[src/rtl/decoder_pkg.sv]
// ----------------------------------------------------------------------------
// decoder_pkg
//   Shared definitions for the parametrised one-hot decoder with auto-scan.
//   Build option: DEC_SCAN_EN (scan mode). It does not change this package.
//   Contents:
//     ST_IDLE / ST_HOLD / ST_SCAN  state encodings for the decoder FSM
//     ONEHOT_W                     widest one-hot vector the helpers produce
//     onehot(idx)                  one-hot vector with bit idx set
//     in_range(idx, num)           true when idx selects an existing line
// ----------------------------------------------------------------------------
package decoder_pkg;

    localparam logic [1:0] ST_IDLE = 2'd0;
    localparam logic [1:0] ST_HOLD = 2'd1;
    localparam logic [1:0] ST_SCAN = 2'd2;

    // An 8-bit select reaches at most 256 lines. Callers cut the result down
    // to their own NUM_OUT width with a size cast.
    localparam int ONEHOT_W = 256;

    function automatic logic [ONEHOT_W-1:0] onehot(input logic [7:0] idx);
        onehot      = '0;
        onehot[idx] = 1'b1;
    endfunction

    function automatic logic in_range(input logic [7:0] idx, input int num);
        return int'(idx) < num;
    endfunction

endpackage

[src/rtl/dwell_counter.sv]
// ----------------------------------------------------------------------------
// dwell_counter
//   Times how long each scan step lasts. Each step lasts (dwell + 1) cycles.
//   The dwell value is latched on load. Later changes to dwell_i are ignored
//   until the next load.
//   Build option: DEC_SCAN_EN. The top level instantiates this module only
//   when that macro is defined.
//   Ports:
//     clk          rising-edge clock
//     reset        synchronous, active-high
//     load_i       latch dwell_i and start the first step
//     dwell_i      hold time per step, minus one
//     run_i        a scan is in progress; count down
//     step_done_o  high on the last cycle of the current step
// ----------------------------------------------------------------------------
module dwell_counter #(
    parameter int DWELL_W = 4
) (
    input  logic               clk,
    input  logic               reset,
    input  logic               load_i,
    input  logic [DWELL_W-1:0] dwell_i,
    input  logic               run_i,
    output logic               step_done_o
);

    logic [DWELL_W-1:0] reload_q;
    logic [DWELL_W-1:0] reload_d;
    logic [DWELL_W-1:0] cnt_q;
    logic [DWELL_W-1:0] cnt_d;

    // The counter runs from the latched dwell down to zero. Zero marks the
    // last cycle of a step. The next step reloads from the latched copy, not
    // from the live input.
    always_comb begin
        reload_d = reload_q;
        cnt_d    = cnt_q;
        if (load_i) begin
            reload_d = dwell_i;
            cnt_d    = dwell_i;
        end else if (run_i) begin
            if (cnt_q == '0) begin
                cnt_d = reload_q;
            end else begin
                cnt_d = cnt_q - DWELL_W'(1);
            end
        end
    end

    always_ff @(posedge clk) begin
        if (reset) begin
            reload_q <= '0;
            cnt_q    <= '0;
        end else begin
            reload_q <= reload_d;
            cnt_q    <= cnt_d;
        end
    end

    assign step_done_o = run_i && (cnt_q == '0);

endmodule

[src/rtl/param_decoder_scan.sv]
// ----------------------------------------------------------------------------
// param_decoder_scan
//   Registered N-to-M one-hot decoder with a valid/ready select handshake and
//   an out-of-range error pulse. An optional auto-scan mode walks the one-hot
//   output across all lines. Each line is held for a programmable dwell.
//   Build option: DEC_SCAN_EN enables scan mode.
//     Without it, mode, scan_start and dwell are ignored, busy is 0 and
//     in_ready is always 1.
//   Ports:
//     clk, reset           rising-edge clock, synchronous active-high reset
//     in_valid/in_ready    select handshake; accept = in_valid & in_ready
//     in_sel               requested line index
//     mode                 0 = direct decode, 1 = scan
//     scan_start           start a scan (with mode = 1, no accept)
//     dwell                scan hold per line, minus one; latched at start
//     out                  registered one-hot (or all-zero) output
//     out_valid            out holds a decoded line
//     busy                 scan in progress
//     err                  one-cycle pulse after an out-of-range select
// ----------------------------------------------------------------------------
module param_decoder_scan
    import decoder_pkg::*;
#(
    parameter int SEL_W   = 3,
    parameter int NUM_OUT = 8,
    parameter int DWELL_W = 4
) (
    input  logic               clk,
    input  logic               reset,
    input  logic               in_valid,
    output logic               in_ready,
    input  logic [SEL_W-1:0]   in_sel,
    input  logic               mode,
    input  logic               scan_start,
    input  logic [DWELL_W-1:0] dwell,
    output logic [NUM_OUT-1:0] out,
    output logic               out_valid,
    output logic               busy,
    output logic               err
);

    logic [1:0]         state_q;
    logic [1:0]         state_d;
    logic [NUM_OUT-1:0] out_q;
    logic [NUM_OUT-1:0] out_d;
    logic               out_valid_q;
    logic               out_valid_d;
    logic               err_q;
    logic               err_d;
    logic               accept;

`ifdef DEC_SCAN_EN
    logic [SEL_W-1:0]   idx_q;
    logic [SEL_W-1:0]   idx_d;
    logic               scan_load;
    logic               step_done;

    // Selects are refused only while the scan owns the output.
    assign in_ready = (state_q != ST_SCAN);
    assign busy     = (state_q == ST_SCAN);

    dwell_counter #(
        .DWELL_W (DWELL_W)
    ) u_dwell (
        .clk         (clk),
        .reset       (reset),
        .load_i      (scan_load),
        .dwell_i     (dwell),
        .run_i       (busy),
        .step_done_o (step_done)
    );
`else
    logic scan_unused;

    assign in_ready    = 1'b1;
    assign busy        = 1'b0;
    assign scan_unused = ^{mode, scan_start, dwell};
`endif

    assign accept = in_valid && in_ready;

    // Next-state logic. An accepted select always wins over scan_start.
    // In scan, the index advances or the scan exits only on the last cycle
    // of a step. A mode drop in the middle of a step therefore finishes that
    // step first.
    always_comb begin
        state_d     = state_q;
        out_d       = out_q;
        out_valid_d = out_valid_q;
        err_d       = 1'b0;
`ifdef DEC_SCAN_EN
        idx_d       = idx_q;
        scan_load   = 1'b0;
`endif
        case (state_q)
            ST_IDLE, ST_HOLD: begin
                if (accept) begin
                    if (in_range(8'(in_sel), NUM_OUT)) begin
                        out_d       = NUM_OUT'(onehot(8'(in_sel)));
                        out_valid_d = 1'b1;
                        state_d     = ST_HOLD;
                    end else begin
                        out_d       = '0;
                        out_valid_d = 1'b0;
                        err_d       = 1'b1;
                        state_d     = ST_IDLE;
                    end
`ifdef DEC_SCAN_EN
                end else if (mode && scan_start) begin
                    state_d     = ST_SCAN;
                    idx_d       = '0;
                    out_d       = NUM_OUT'(onehot(8'd0));
                    out_valid_d = 1'b1;
                    scan_load   = 1'b1;
`endif
                end
            end
`ifdef DEC_SCAN_EN
            ST_SCAN: begin
                if (step_done) begin
                    if (!mode) begin
                        state_d     = ST_IDLE;
                        out_d       = '0;
                        out_valid_d = 1'b0;
                    end else begin
                        // Wrap at the last real line so unused codes are
                        // never driven.
                        if (idx_q == SEL_W'(NUM_OUT - 1)) begin
                            idx_d = '0;
                        end else begin
                            idx_d = idx_q + SEL_W'(1);
                        end
                        out_d = NUM_OUT'(onehot(8'(idx_d)));
                    end
                end
            end
`endif
            default: begin
                state_d     = ST_IDLE;
                out_d       = '0;
                out_valid_d = 1'b0;
            end
        endcase
    end

    // Registers. Reset takes priority on the edge where it is asserted, even
    // in the middle of a scan or a decode.
    always_ff @(posedge clk) begin
        if (reset) begin
            state_q     <= ST_IDLE;
            out_q       <= '0;
            out_valid_q <= 1'b0;
            err_q       <= 1'b0;
`ifdef DEC_SCAN_EN
            idx_q       <= '0;
`endif
        end else begin
            state_q     <= state_d;
            out_q       <= out_d;
            out_valid_q <= out_valid_d;
            err_q       <= err_d;
`ifdef DEC_SCAN_EN
            idx_q       <= idx_d;
`endif
        end
    end

    assign out       = out_q;
    assign out_valid = out_valid_q;
    assign err       = err_q;

endmodule

[config.mk]
export PLATFORM = sky130hd
export DESIGN_NAME = param_decoder_scan
export DESIGN_NICKNAME = d
export VERILOG_FILES = /design/src/rtl/decoder_pkg.sv /design/src/rtl/dwell_counter.sv /design/src/rtl/param_decoder_scan.sv
export SDC_FILE = /design/constraint.sdc
export NUM_CORES = 1
export LEC_CHECK = 0
export ABC_AREA = 1
export BUFFER_PORTS_ARGS = -buffer_cell sky130_fd_sc_hd__clkbuf_2
export CORE_AREA = 2 2 39 41
export CTS_BUF_LIST = sky130_fd_sc_hd__clkbuf_8 sky130_fd_sc_hd__clkbuf_16
export CTS_CLUSTER_DIAMETER = 80
export DETAILED_ROUTE_END_ITERATION = 16
export DIE_AREA = 0 0 41 43
export MAX_ROUTING_LAYER = met4
export SLEW_MARGIN = 20
export SYNTH_ARGS = -nofsm -noshare
export SYNTH_HDL_FRONTEND = slang
export SYNTH_SLANG_ARGS = --single-unit
[constraint.sdc]
create_clock -name clk -period 0.8 [get_ports clk]
set_input_delay 0.08 -clock clk [delete_from_list [all_inputs] [get_ports clk]]
set_output_delay 0.08 -clock clk [all_outputs]
set_load 0.005 [all_outputs]
==> results of run 1 <==
-- worst register-to-register path: cells and delay by family, from the launching register on --
family           cells  cell delay [ps]
AND/OR/NAND/NOR      1               60
AO/OA/AOI/OAI        1              140
flip-flops           1              330
-- placed cells by master, fill, tap and decap left out --
cell,count
conb_1,3
nand2_1,18
dfxtp_1,9
a21oi_2,4
inv_1,5
nor2_1,5
clkbuf_8,3
clkbuf_2,14
a21oi_1,4
inv_2,1
nor2_4,1
-- cell usage after synthesis --
cell and instances:
a21oi_1 4, buf_2 1, conb_1 2, dfxtp_1 9
inv_2 1, nor2_4 1, a21oi_2 4, nor2_1 5
buf_4 3, inv_1 4, nand2_1 18
-- power by group through the flow --
stage	Combinational, mW	Sequential, mW	Clock (mW)
after global placement	0.0893	0.478	0
after global routing	0.103	0.471	0.553
after floorplan	0.0612	0.479	0
final	0.0902	0.469	0.502
after detailed placement	0.0908	0.478	0
after CTS	0.0922	0.470	0.519
-- final cells by class --
type / count / area, µm² / area share, %
repair buffers: 14 / 70.1 / 14.1
clock inverters: 1 / 3.75 / 0.754
well taps: 16 / 20.0 / 4.02
multi-input cells: 35 / 164 / 32.9
flip-flops and latches: 9 / 180 / 36.2
inverters: 5 / 18.8 / 3.77
clock buffers: 3 / 41.3 / 8.29
-- layer usage --
layer  wire length, µm  part of all wire [%]
met2               347                    48
met1               320                    44
met5                 0                     0
met3                46                   6.4
met4                10                   1.4
-- cells by family (layout without fill, tap and decap cells) --
family	count (synthesis)	in the layout	synth area share (%)
simple gates	24	24	25.2
flops	9	9	46.6
buf+inv	9	23	12.0
compound gates	8	8	14.2
other cells	2	3	1.94
-- state kept, by name, indices dropped and copies added (netlist names) --
register / cells
out: 8
out_valid: 1
-- per-stage QoR --
step	cells	setup WS (ps)	area, µm²	util, %	hold WS [ps]
5_1_grt	83	5.97	498	36.0	142
3_5_place_dp	79	134	453	32.7	345
2_1_floorplan	53	235	390	-	201
3_3_place_gp	79	140	453	32.7	336
4_1_cts	83	41.0	498	36.0	104
6_report	83	49.3	498	36.0	107
-- path summary, 6_finish.rpt --
check | startpoint | to | slack [ps] | depth (start not counted)
hold / removal | in_valid | out_valid$_SDFFE_PP0P_ | 110 | 3
setup / recovery | out[5]$_SDFFE_PP0P_ | out[5] | 50 | 1
hold reg to reg | out[7]$_SDFFE_PP0P_ | out[7]$_SDFFE_PP0P_ | 460 | 2
setup reg to reg | out[5]$_SDFFE_PP0P_ | out[5]$_SDFFE_PP0P_ | 210 | 2
==> summary.txt, run 1 <==
Run status
  • Status: finished, final reports clean

Global route
  • Initial antenna violation count: 0
  • GRT Max-Usage Layer: met1
  • Gr usage total: 10.9%
  • Met1 Use GR: 13.7%
  • Met2 global-route usage: 13.1%
  • Largest net degree at the start of global routing: 10
  • First-pass GRT wire length: 1.20 mm
  • Gr ovfl total: 0
  • Met3 track demand over resource: 3.14%
  • Vias in the first global route: 294

Critical path
  • CP bufs+invs: 1
  • Crit-path cells: clkbuf_2
  • CP delay by family, top: flip-flops
  • Setup CP Type: register to primary output
  • Worst EP required: 720 ps
  • Worst endpoint data arrival time: 670 ps
  • Critical Path Fanout Max: 2
  • CP startpoint kind: register
  • Crit path capture type: primary output
  • Slowest-stage cell, CP: dfxtp_1
  • Worst stage delay on the critical path: 330 ps

Finish
  • Share of layout cells above drive strength 1: 34.3%
  • Antenna cells: 0
  • Area growth syn-to-layout: 28.8%
  • Fillers: 159
  • Nets: 80

Die
  • Die Y: 43 µm
  • Die ar.: 1760 µm²
  • Die width: 41 µm
  • IO Pins: 24
  • Core area: 1380 µm²
  • Starting Density: 27.9%
  • Std-Cell Rows: 14

STA
  • F_max: 1330 MHz
  • Post-Route Skew: 0 ps
  • Unrepaired setup endpoints after global routing: no
  • Final setup vio count: 0
  • Setup TNS: 0 ps
  • Crit path time final: 751 ps
  • Period utilization: 93.8%
  • Endpoints failing hold: 0
  • Slew Limit Fails: 0

Clock network
  • Total CTS buffers: 3
  • Post-CTS Setup Inserts: 0
  • Number of H-tree levels: 1
  • Resized cells post-CTS: 0
  • CTS tree: done
  • Clock tree sinks: 9
  • Max Root-Sink Buffers: 2
  • Hold-fix buffers, CTS: 0
  • Clock Tree Root: clkbuf_8
  • Clock transition at path regs: 40 ps
  • Skew-Pair Late Insertion Delay: 230 ps

Drt
  • Initial drt markers: 2
  • Initial DRT Pass Iterations: 2
  • Via count: 343
  • Final wirelength: 724 µm
  • DR DRC count: 0
  • Drt via density: 4.13
  • DRT antenna net count: 0
  • Avg WL per Cell: 8.72 µm

Yosys
  • Yosys top cell by area: dfxtp_1
  • Mapped Area: 387 µm²
  • Post-synth top area share: 46.6%
  • Syn avg cell area: 7.44 µm²
  • #FFs+latches synth: 9
  • Seq/Total Area, Yosys: 46.6%
  • Mapped Cells: 52
  • Post-synth cell types: 11
  • Area contributors post-synth: dfxtp_1, nand2_1, a21oi_2
  • Ys Warns: 0

Power
  • Pwr Total: 1.06 mW
  • Leakage: 0.238 nW
  • Flop pwr share: 44.2%
  • Psw: 0.232 mW
  • Combinational Power Share: 8.5%
  • Peak VDD IR: 955 µV
  • Net Sw Frac: 21.8%
  • Clock power share: 47.3%
  • Internal power: 0.830 mW
  • PwrDens: 2130 nW/µm²

Place
  • Port buffer count: 14
  • GPL Wtd Cong: 0.798
  • Hpwl dp: 524 µm

Run
  • Maxcap violations: 0

Hold path
  • HP Class: input pin to register
No activity file was read; power rests on OpenSTA's default activity.
==> run 2: changes to the inputs <==
--- a/config.mk
+++ b/config.mk
@@ -7,12 +7,14 @@
 export LEC_CHECK = 0
 export ABC_AREA = 1
 export BUFFER_PORTS_ARGS = -buffer_cell sky130_fd_sc_hd__clkbuf_2
-export CORE_AREA = 2 2 39 41
+export CELL_PAD_IN_SITES_DETAIL_PLACEMENT = 0
+export CELL_PAD_IN_SITES_GLOBAL_PLACEMENT = 2
+export CORE_UTILIZATION = 17
 export CTS_BUF_LIST = sky130_fd_sc_hd__clkbuf_8 sky130_fd_sc_hd__clkbuf_16
 export CTS_CLUSTER_DIAMETER = 80
 export DETAILED_ROUTE_END_ITERATION = 16
-export DIE_AREA = 0 0 41 43
 export MAX_ROUTING_LAYER = met4
+export PLACE_DENSITY_LB_ADDON = 0.1
 export SLEW_MARGIN = 20
 export SYNTH_ARGS = -nofsm -noshare
 export SYNTH_HDL_FRONTEND = slang
==> run 2 against run 1 <==
Effect of this change:
- clock skew unchanged
- non-clock buffer count unchanged
- sequential share of layout area decreased by 0.97 points
- critical endpoint is now out[7]
==> summary.txt, run 2 (synthesis results as in run 1) <==
Clock network
  • CTS tree: done (unchanged)
  • Clock tree sinks: 9 (unchanged)
  • Clock Tree Root: clkbuf_8 (unchanged)
  • Post-CTS Setup Inserts: 0 (unchanged)
  • Max Root-Sink Buffers: 2 (unchanged)
  • Hold-fix buffers, CTS: 0 (unchanged)
  • Total CTS buffers: 3 (unchanged)
  • Clock transition at path regs: 50 ps (was 40 ps)
  • Resized cells post-CTS: 0 (unchanged)
  • Skew-Pair Late Insertion Delay: 230 ps (about the same)
  • Number of H-tree levels: 1 (unchanged)

Hold path
  • HP Class: input pin to register (unchanged)

Drt
  • Initial DRT Pass Iterations: 4 (was 2)
  • Met2 WL: 423 µm (was 347 µm)
  • Avg WL per Cell: 9.45 µm (was 8.72 µm)
  • Final wirelength: 888 µm (was 724 µm)
  • Drt via density: 3.55 (was 4.13)
  • Via count: 334 (was 343)
  • DRT antenna net count: 0 (unchanged)
  • WL met1: 417 µm (was 320 µm)
  • Initial drt markers: 8 (was 2)
  • DR DRC count: 0 (unchanged)
  • Top Metal Used: met4 (unchanged)
  • Metal3 WL: 42 µm (was 46 µm)

STA
  • Post-Route Skew: 0 ps (unchanged)
  • Setup TNS: 0 ps (unchanged)
  • Crit path time final: 752 ps (was 751 ps)
  • Period utilization: 94.0% (was 93.8%)
  • F_max: 1330 MHz (about the same)
  • Final setup vio count: 0 (unchanged)
  • Unrepaired setup endpoints after global routing: no (unchanged)
  • Slew Limit Fails: 0 (unchanged)
  • Endpoints failing hold: 0 (unchanged)

Critical path
  • CP startpoint kind: register (unchanged)
  • R2R Path Start: out[1]$_SDFFE_PP0P_ (was out[5]$_SDFFE_PP0P_)
  • Crit-path cells: clkbuf_2 (unchanged)
  • Crit path capture type: primary output (unchanged)
  • Reg2reg setup slack: 220 ps (was 210 ps)
  • Reg-to-reg endpoint: out[1]$_SDFFE_PP0P_ (was out[5]$_SDFFE_PP0P_)
  • CP bufs+invs: 1 (unchanged)
  • Slowest-stage cell, CP: dfxtp_1 (unchanged)
  • Critical Path Fanout Max: 2 (unchanged)
  • Critical Path End: out[7] (was out[5])
  • Crit path from: out[7]$_SDFFE_PP0P_ (was out[5]$_SDFFE_PP0P_)
  • Reg2Reg Depth: 2 (unchanged)
  • CP delay by family, top: flip-flops (unchanged)
  • Worst EP required: 720 ps (about the same)
  • Critical Path Stages: 1 (unchanged)
  • Worst stage delay on the critical path: 330 ps (about the same)
  • Setup CP Type: register to primary output (unchanged)
  • Worst endpoint data arrival time: 670 ps (about the same)

Finish
  • Area growth syn-to-layout: 32.4% (was 28.8%)
  • Fillers: 253 (was 159)
  • Antenna cells: 0 (unchanged)
  • Nets: 80 (unchanged)
  • Commonest cells after routing, fill and taps aside: nand2_1, clkbuf_2, dfxtp_1 (unchanged)
  • Fin util: 25.1% (was 36.0%)
  • Final instance area: 512 µm² (was 498 µm²)
  • Share of layout cells above drive strength 1: 34.3% (unchanged)
  • Largest register FFs: 8 (unchanged)
  • Most common cell after layout, fill and taps aside: nand2_1 (unchanged)

Power
  • Combinational Power Share: 8.5% (about the same)
  • Net Sw Frac: 23.6% (was 21.8%)
  • PwrDens: 2130 nW/µm² (about the same)
  • Peak VDD IR: 799 µV (was 955 µV)
  • Flop pwr share: 43.1% (was 44.2%)
  • Internal power: 0.831 mW (was 0.830 mW)
  • Clock power share: 48.4% (was 47.3%)
  • Psw: 0.256 mW (was 0.232 mW)
  • Leakage: 0.238 nW (unchanged)

Global route
  • Vias in the first global route: 344 (was 294)
  • Largest net degree at the start of global routing: 10 (unchanged)
  • Gr usage total: 8.76% (was 10.9%)
  • Gr ovfl total: 0 (unchanged)
  • Initial antenna violation count: 0 (unchanged)
  • First-pass GRT wire length: 1.52 mm (was 1.20 mm)

Place
  • Port buffer count: 14 (unchanged)
  • GPL Wtd Cong: 0.657 (was 0.798)
  • Hpwl dp: 660 µm (was 524 µm)
  • DP Area: 467 µm² (was 453 µm²)

Die
  • Core area: 2040 µm² (was 1380 µm²)
  • Die ar.: 2470 µm² (was 1760 µm²)
  • Std-Cell Rows: 16 (was 14)
  • Starting Density: 18.9% (was 27.9%)
  • Die Y: 49.7 µm (was 43 µm)
  • IO Pins: 24 (unchanged)
  • Die width: 49.7 µm (was 41 µm)

Run status
  • Status: finished, final reports clean (unchanged)

Run
  • Maxcap violations: 0 (unchanged)
-- run 2: cell type report --
cell class / count / area (µm²) / share of cell area, %
clock buffer: 3 / 41.3 / 8.07
clock inverter: 1 / 3.75 / 0.733
inverter: 5 / 18.8 / 3.67
multi-input combinational: 35 / 164 / 32.0
sequential: 9 / 180 / 35.2
tap: 27 / 33.8 / 6.60
timing repair buffer: 14 / 70.1 / 13.7
-- run 2: metal layers --
layer	up-vias	global-route usage, %
met5	-	-
met4	0	5.71
met3	2	2.78
met2	9	12.4
met1	143	10.6
li1	180	-
-- run 2: through the flow --
stage / hold WS (ps) / setup slack (ps) / total power, mW / cells
after floorplan: 201 / 235 / 0.540 / 53
after global placement: 342 / 98.7 / 0.572 / 90
after detailed placement: 346 / 109 / 0.573 / 90
after CTS: 104 / 38.5 / 1.11 / 94
after global routing: 125 / 8.78 / 1.15 / 94
final: 105 / 48.2 / 1.09 / 94
-- run 2: power groups by stage --
| stage | Sequential, mW | Clock (mW) | Combinational (mW) |
|---|---|---|---|
| floorplan | 0.479 | 0 | 0.0612 |
| global placement | 0.477 | 0 | 0.0951 |
| detailed placement | 0.478 | 0 | 0.0947 |
| CTS | 0.469 | 0.549 | 0.0952 |
| global route | 0.470 | 0.571 | 0.105 |
| finish | 0.469 | 0.526 | 0.0925 |
-- run 2: how the worst min path moves through the flow --
stage | startpoint | to | slack [ps] | cells after the start
after floorplan | in_valid | out_valid$_SDFFE_PP0P_ | 200 | 2
after global placement | in_valid | out_valid$_SDFFE_PP0P_ | 340 | 3
after detailed placement | in_valid | out_valid$_SDFFE_PP0P_ | 350 | 3
after CTS | in_valid | out_valid$_SDFFE_PP0P_ | 100 | 3
after global routing | in_valid | out_valid$_SDFFE_PP0P_ | 130 | 3
final | in_valid | out_valid$_SDFFE_PP0P_ | 100 | 3
==> run 3: changes to the inputs <==
--- a/config.mk
+++ b/config.mk
@@ -5,11 +5,10 @@
 export SDC_FILE = /design/constraint.sdc
 export NUM_CORES = 1
 export LEC_CHECK = 0
-export ABC_AREA = 1
 export BUFFER_PORTS_ARGS = -buffer_cell sky130_fd_sc_hd__clkbuf_2
 export CELL_PAD_IN_SITES_DETAIL_PLACEMENT = 0
 export CELL_PAD_IN_SITES_GLOBAL_PLACEMENT = 2
-export CORE_UTILIZATION = 17
+export CORE_UTILIZATION = 19
 export CTS_BUF_LIST = sky130_fd_sc_hd__clkbuf_8 sky130_fd_sc_hd__clkbuf_16
 export CTS_CLUSTER_DIAMETER = 80
 export DETAILED_ROUTE_END_ITERATION = 16
==> run 3 against run 2 <==
Effect of this change:
- register-to-register slack got worse by 30 ps
- non-clock buffer count grew 4
- global-route usage increased by 0.088 points
- die area shrank 8.7%
- power decreased by 0.83%
- sequential power barely moved
- critical endpoint unchanged
- final cell count fell by 7.4%
- largest cell class is now multi-input gates
- via count up 6.6%
- critical path type unchanged
- first-iteration DRC count fell by 50%
- combinational power up 11%
- highest routed layer unchanged
==> summary.txt, run 3 <==
Run status
  • Status: finished, final reports clean (unchanged)

Clock network
  • Clock tree sinks: 9 (unchanged)
  • Max Root-Sink Buffers: 2 (unchanged)
  • CTS tree: done (unchanged)
  • Clock transition at path regs: 40 ps (was 50 ps)
  • Number of H-tree levels: 1 (unchanged)
  • Clock Tree Root: clkbuf_8 (unchanged)
  • Total CTS buffers: 3 (unchanged)
  • Skew-Pair Late Insertion Delay: 230 ps (about the same)

Yosys
  • Seq/Total Area, Yosys: 45.9% (was 46.6%)
  • Commonest cells in the netlist: dfxtp_1, a21oi_1, nand2b_1 (was nand2_1, dfxtp_1, nor2_1)
  • Syn avg cell area: 9.35 µm² (was 7.44 µm²)
  • Number of synthesized flops with an enable pin: 0 (unchanged)
  • Count leader, synth: dfxtp_1 (was nand2_1)
  • Yosys top cell by area: dfxtp_1 (unchanged)
  • Mapped Cells: 42 (was 52)
  • Mapped Area: 393 µm² (was 387 µm²)
  • #FFs+latches synth: 9 (unchanged)
  • Asr flop ratio synth: 0% (unchanged)
  • Post-synth cell types: 12 (was 11)
  • Area contributors post-synth: dfxtp_1, nand2b_1, a21oi_1 (was dfxtp_1, nand2_1, a21oi_2)
  • Primary FF master, synth: dfxtp_1 (unchanged)
  • Ys Warns: 0 (unchanged)
  • Post-synth top area share: 45.9% (was 46.6%)

Place
  • Port buffer count: 14 (unchanged)
  • Dpl cells: 83 (was 90)
  • Setup WS pre-CTS: -98.8 ps (was 109 ps)
  • GPL Wtd Cong: 0.688 (was 0.657)
  • DP Area: 499 µm² (was 467 µm²)
  • Hpwl dp: 613 µm (was 660 µm)

STA
  • Endpoints failing hold: 0 (unchanged)
  • Worst setup margin: 53.2 ps (was 48.2 ps)
  • Crit path time final: 747 ps (was 752 ps)
  • Setup TNS: 0 ps (unchanged)
  • F_max: 1340 MHz (was 1330 MHz)
  • Period utilization: 93.3% (was 94.0%)
  • Unrepaired setup endpoints after global routing: no (unchanged)
  • Post-Route Skew: 0 ps (unchanged)
  • Slew Limit Fails: 0 (unchanged)
  • Final setup vio count: 0 (unchanged)

Die
  • IO Pins: 24 (unchanged)
  • Starting Density: 20.0% (was 18.9%)
  • Die Y: 47.5 µm (was 49.7 µm)
  • Die ar.: 2250 µm² (was 2470 µm²)
  • Std-Cell Rows: 16 (unchanged)
  • Die width: 47.5 µm (was 49.7 µm)
  • Core area: 1960 µm² (was 2040 µm²)

Critical path
  • Worst stage delay on the critical path: 330 ps (about the same)
  • CP delay by family, top: flip-flops (unchanged)
  • Setup CP Type: register to primary output (unchanged)
  • Worst EP required: 720 ps (about the same)
  • Worst endpoint data arrival time: 670 ps (about the same)
  • Reg2reg setup slack: 190 ps (was 220 ps)
  • CP bufs+invs: 1 (unchanged)
  • Reg2Reg Depth: 2 (unchanged)
  • R2R Path Start: out[7]$_SDFFE_PP0P_ (was out[1]$_SDFFE_PP0P_)
  • Slowest-stage cell, CP: dfxtp_1 (unchanged)
  • CP startpoint kind: register (unchanged)
  • Critical Path Fanout Max: 2 (unchanged)
  • Crit-path cells: clkbuf_2 (unchanged)
  • Reg-to-reg endpoint: out[7]$_SDFFE_PP0P_ (was out[1]$_SDFFE_PP0P_)
  • Crit path capture type: primary output (unchanged)

Finish
  • Most common cell after layout, fill and taps aside: clkbuf_2 (was nand2_1)
  • Commonest cells after routing, fill and taps aside: clkbuf_2, nand2b_1, a21oi_1 (was nand2_1, clkbuf_2, dfxtp_1)
  • Multi-input gate area: 185 µm² (was 164 µm²)
  • Nets: 73 (was 80)
  • Register area: 184 µm² (was 180 µm²)
  • Final instance area: 548 µm² (was 512 µm²)
  • Antenna cells: 0 (unchanged)
  • Final non-filler cell total: 87 (was 94)
  • Fin util: 27.9% (was 25.1%)
  • Share of layout cells above drive strength 1: 40.0% (was 34.3%)
  • Fillers: 220 (was 253)
  • Area growth syn-to-layout: 39.5% (was 32.4%)
  • Largest register FFs: 8 (unchanged)

Power
  • Flop pwr share: 43.7% (was 43.1%)
  • Clock power share: 46.8% (was 48.4%)
  • Internal power: 0.850 mW (was 0.831 mW)
  • Net Sw Frac: 21.2% (was 23.6%)
  • Leakage: 0.227 nW (was 0.238 nW)
  • Combinational Power Share: 9.5% (was 8.5%)
  • Peak VDD IR: 866 µV (was 799 µV)
  • Psw: 0.228 mW (was 0.256 mW)
  • PwrDens: 1970 nW/µm² (was 2130 nW/µm²)

Drt
  • Initial DRT Pass Iterations: 4 (unchanged)
  • DRT antenna net count: 0 (unchanged)
  • Via count: 356 (was 334)
  • Drt via density: 4.09 (was 3.55)
  • Initial drt markers: 4 (was 8)
  • Final wirelength: 847 µm (was 888 µm)
  • DR DRC count: 0 (unchanged)
  • Avg WL per Cell: 9.74 µm (was 9.45 µm)

Hold path
  • WHS Path Cells: 2 (was 3)
  • Hold endpoint: out_valid$_SDFFE_PP0P_ (unchanged)
  • HP Start: reset (was in_valid)
  • HP Class: input pin to register (unchanged)

Global route
  • Met1 Use GR: 10.3% (was 10.6%)
  • GRT Max-Usage Layer: met2 (unchanged)
  • Gr usage total: 8.85% (was 8.76%)
  • Gr ovfl total: 0 (unchanged)
  • Largest net degree at the start of global routing: 17 (was 10)
  • Met3 track demand over resource: 3.40% (was 2.78%)
  • First-pass GRT wire length: 1.20 mm (was 1.52 mm)
  • Vias in the first global route: 284 (was 344)
  • Initial antenna violation count: 0 (unchanged)
  • Met2 global-route usage: 11.2% (was 12.4%)

Run
  • Maxcap violations: 0 (unchanged)
==> run 3: kinds of logic after synthesis <==
kind of cell / share of synthesized area (%)
other cells: 1.91
buf+inv: 7.96
compound gates: 10.2
simple gates: 34.1
flops: 45.9
==> run 3: timing repair <==
| action | in CTS | in global routing |
|---|---|---|
| hold buffers | 0 | 0 |
| gates resized for setup | 0 | 3 |
| endpoints found under the setup margin | 0 | 3 |
| buffers inserted | 0 | 0 |
==> run 3: power groups by stage <==
stage | clock network, mW | registers, mW | logic, mW
global placement | 0 | 0.477 | 0.101
global route | 0.555 | 0.473 | 0.115
detailed placement | 0 | 0.478 | 0.102
CTS | 0.528 | 0.470 | 0.103
finish | 0.504 | 0.471 | 0.103
floorplan | 0 | 0.479 | 0.0534
==> run 3: routing by layer <==
layer | wire, µm | part of all wire, % | vias up
li1 | - | - | 179
met1 | 411 | 49 | 161
met2 | 351 | 41 | 14
met3 | 68 | 8.0 | 2
met4 | 15 | 1.8 | 0
met5 | 0 | 0 | -
==> run 3: area by class of cell <==
class,instances,share of cell area [%]
multi-input combinational,29,33.8
tap,27,6.16
sequential,9,33.6
timing repair buffer,18,18.3
clock buffer,3,7.53
clock inverter,1,0.685
==> run 3: per-stage QoR <==
stage          power, mW  hold slack [ps]
4_1_cts             1.10              135
2_1_floorplan      0.532              244
3_3_place_gp       0.579              370
3_5_place_dp       0.581              381
6_report            1.08              140
5_1_grt             1.14              145
==> run 3: how the worst max path moves through the flow <==
stage | start | to | slack (ps) | depth (start not counted)
after floorplan | in_sel[0] | out[0]$_SDFFE_PP0P_ | 40 | 2
after global placement | in_sel[0] | out[0]$_SDFFE_PP0P_ | -70 | 3
after detailed placement | in_sel[0] | out[0]$_SDFFE_PP0P_ | -100 | 3
after CTS | out[1]$_SDFFE_PP0P_ | out[1] | 30 | 1
after global routing | out[2]$_SDFFE_PP0P_ | out[2] | 7 | 1
final | out[7]$_SDFFE_PP0P_ | out[7] | 50 | 1
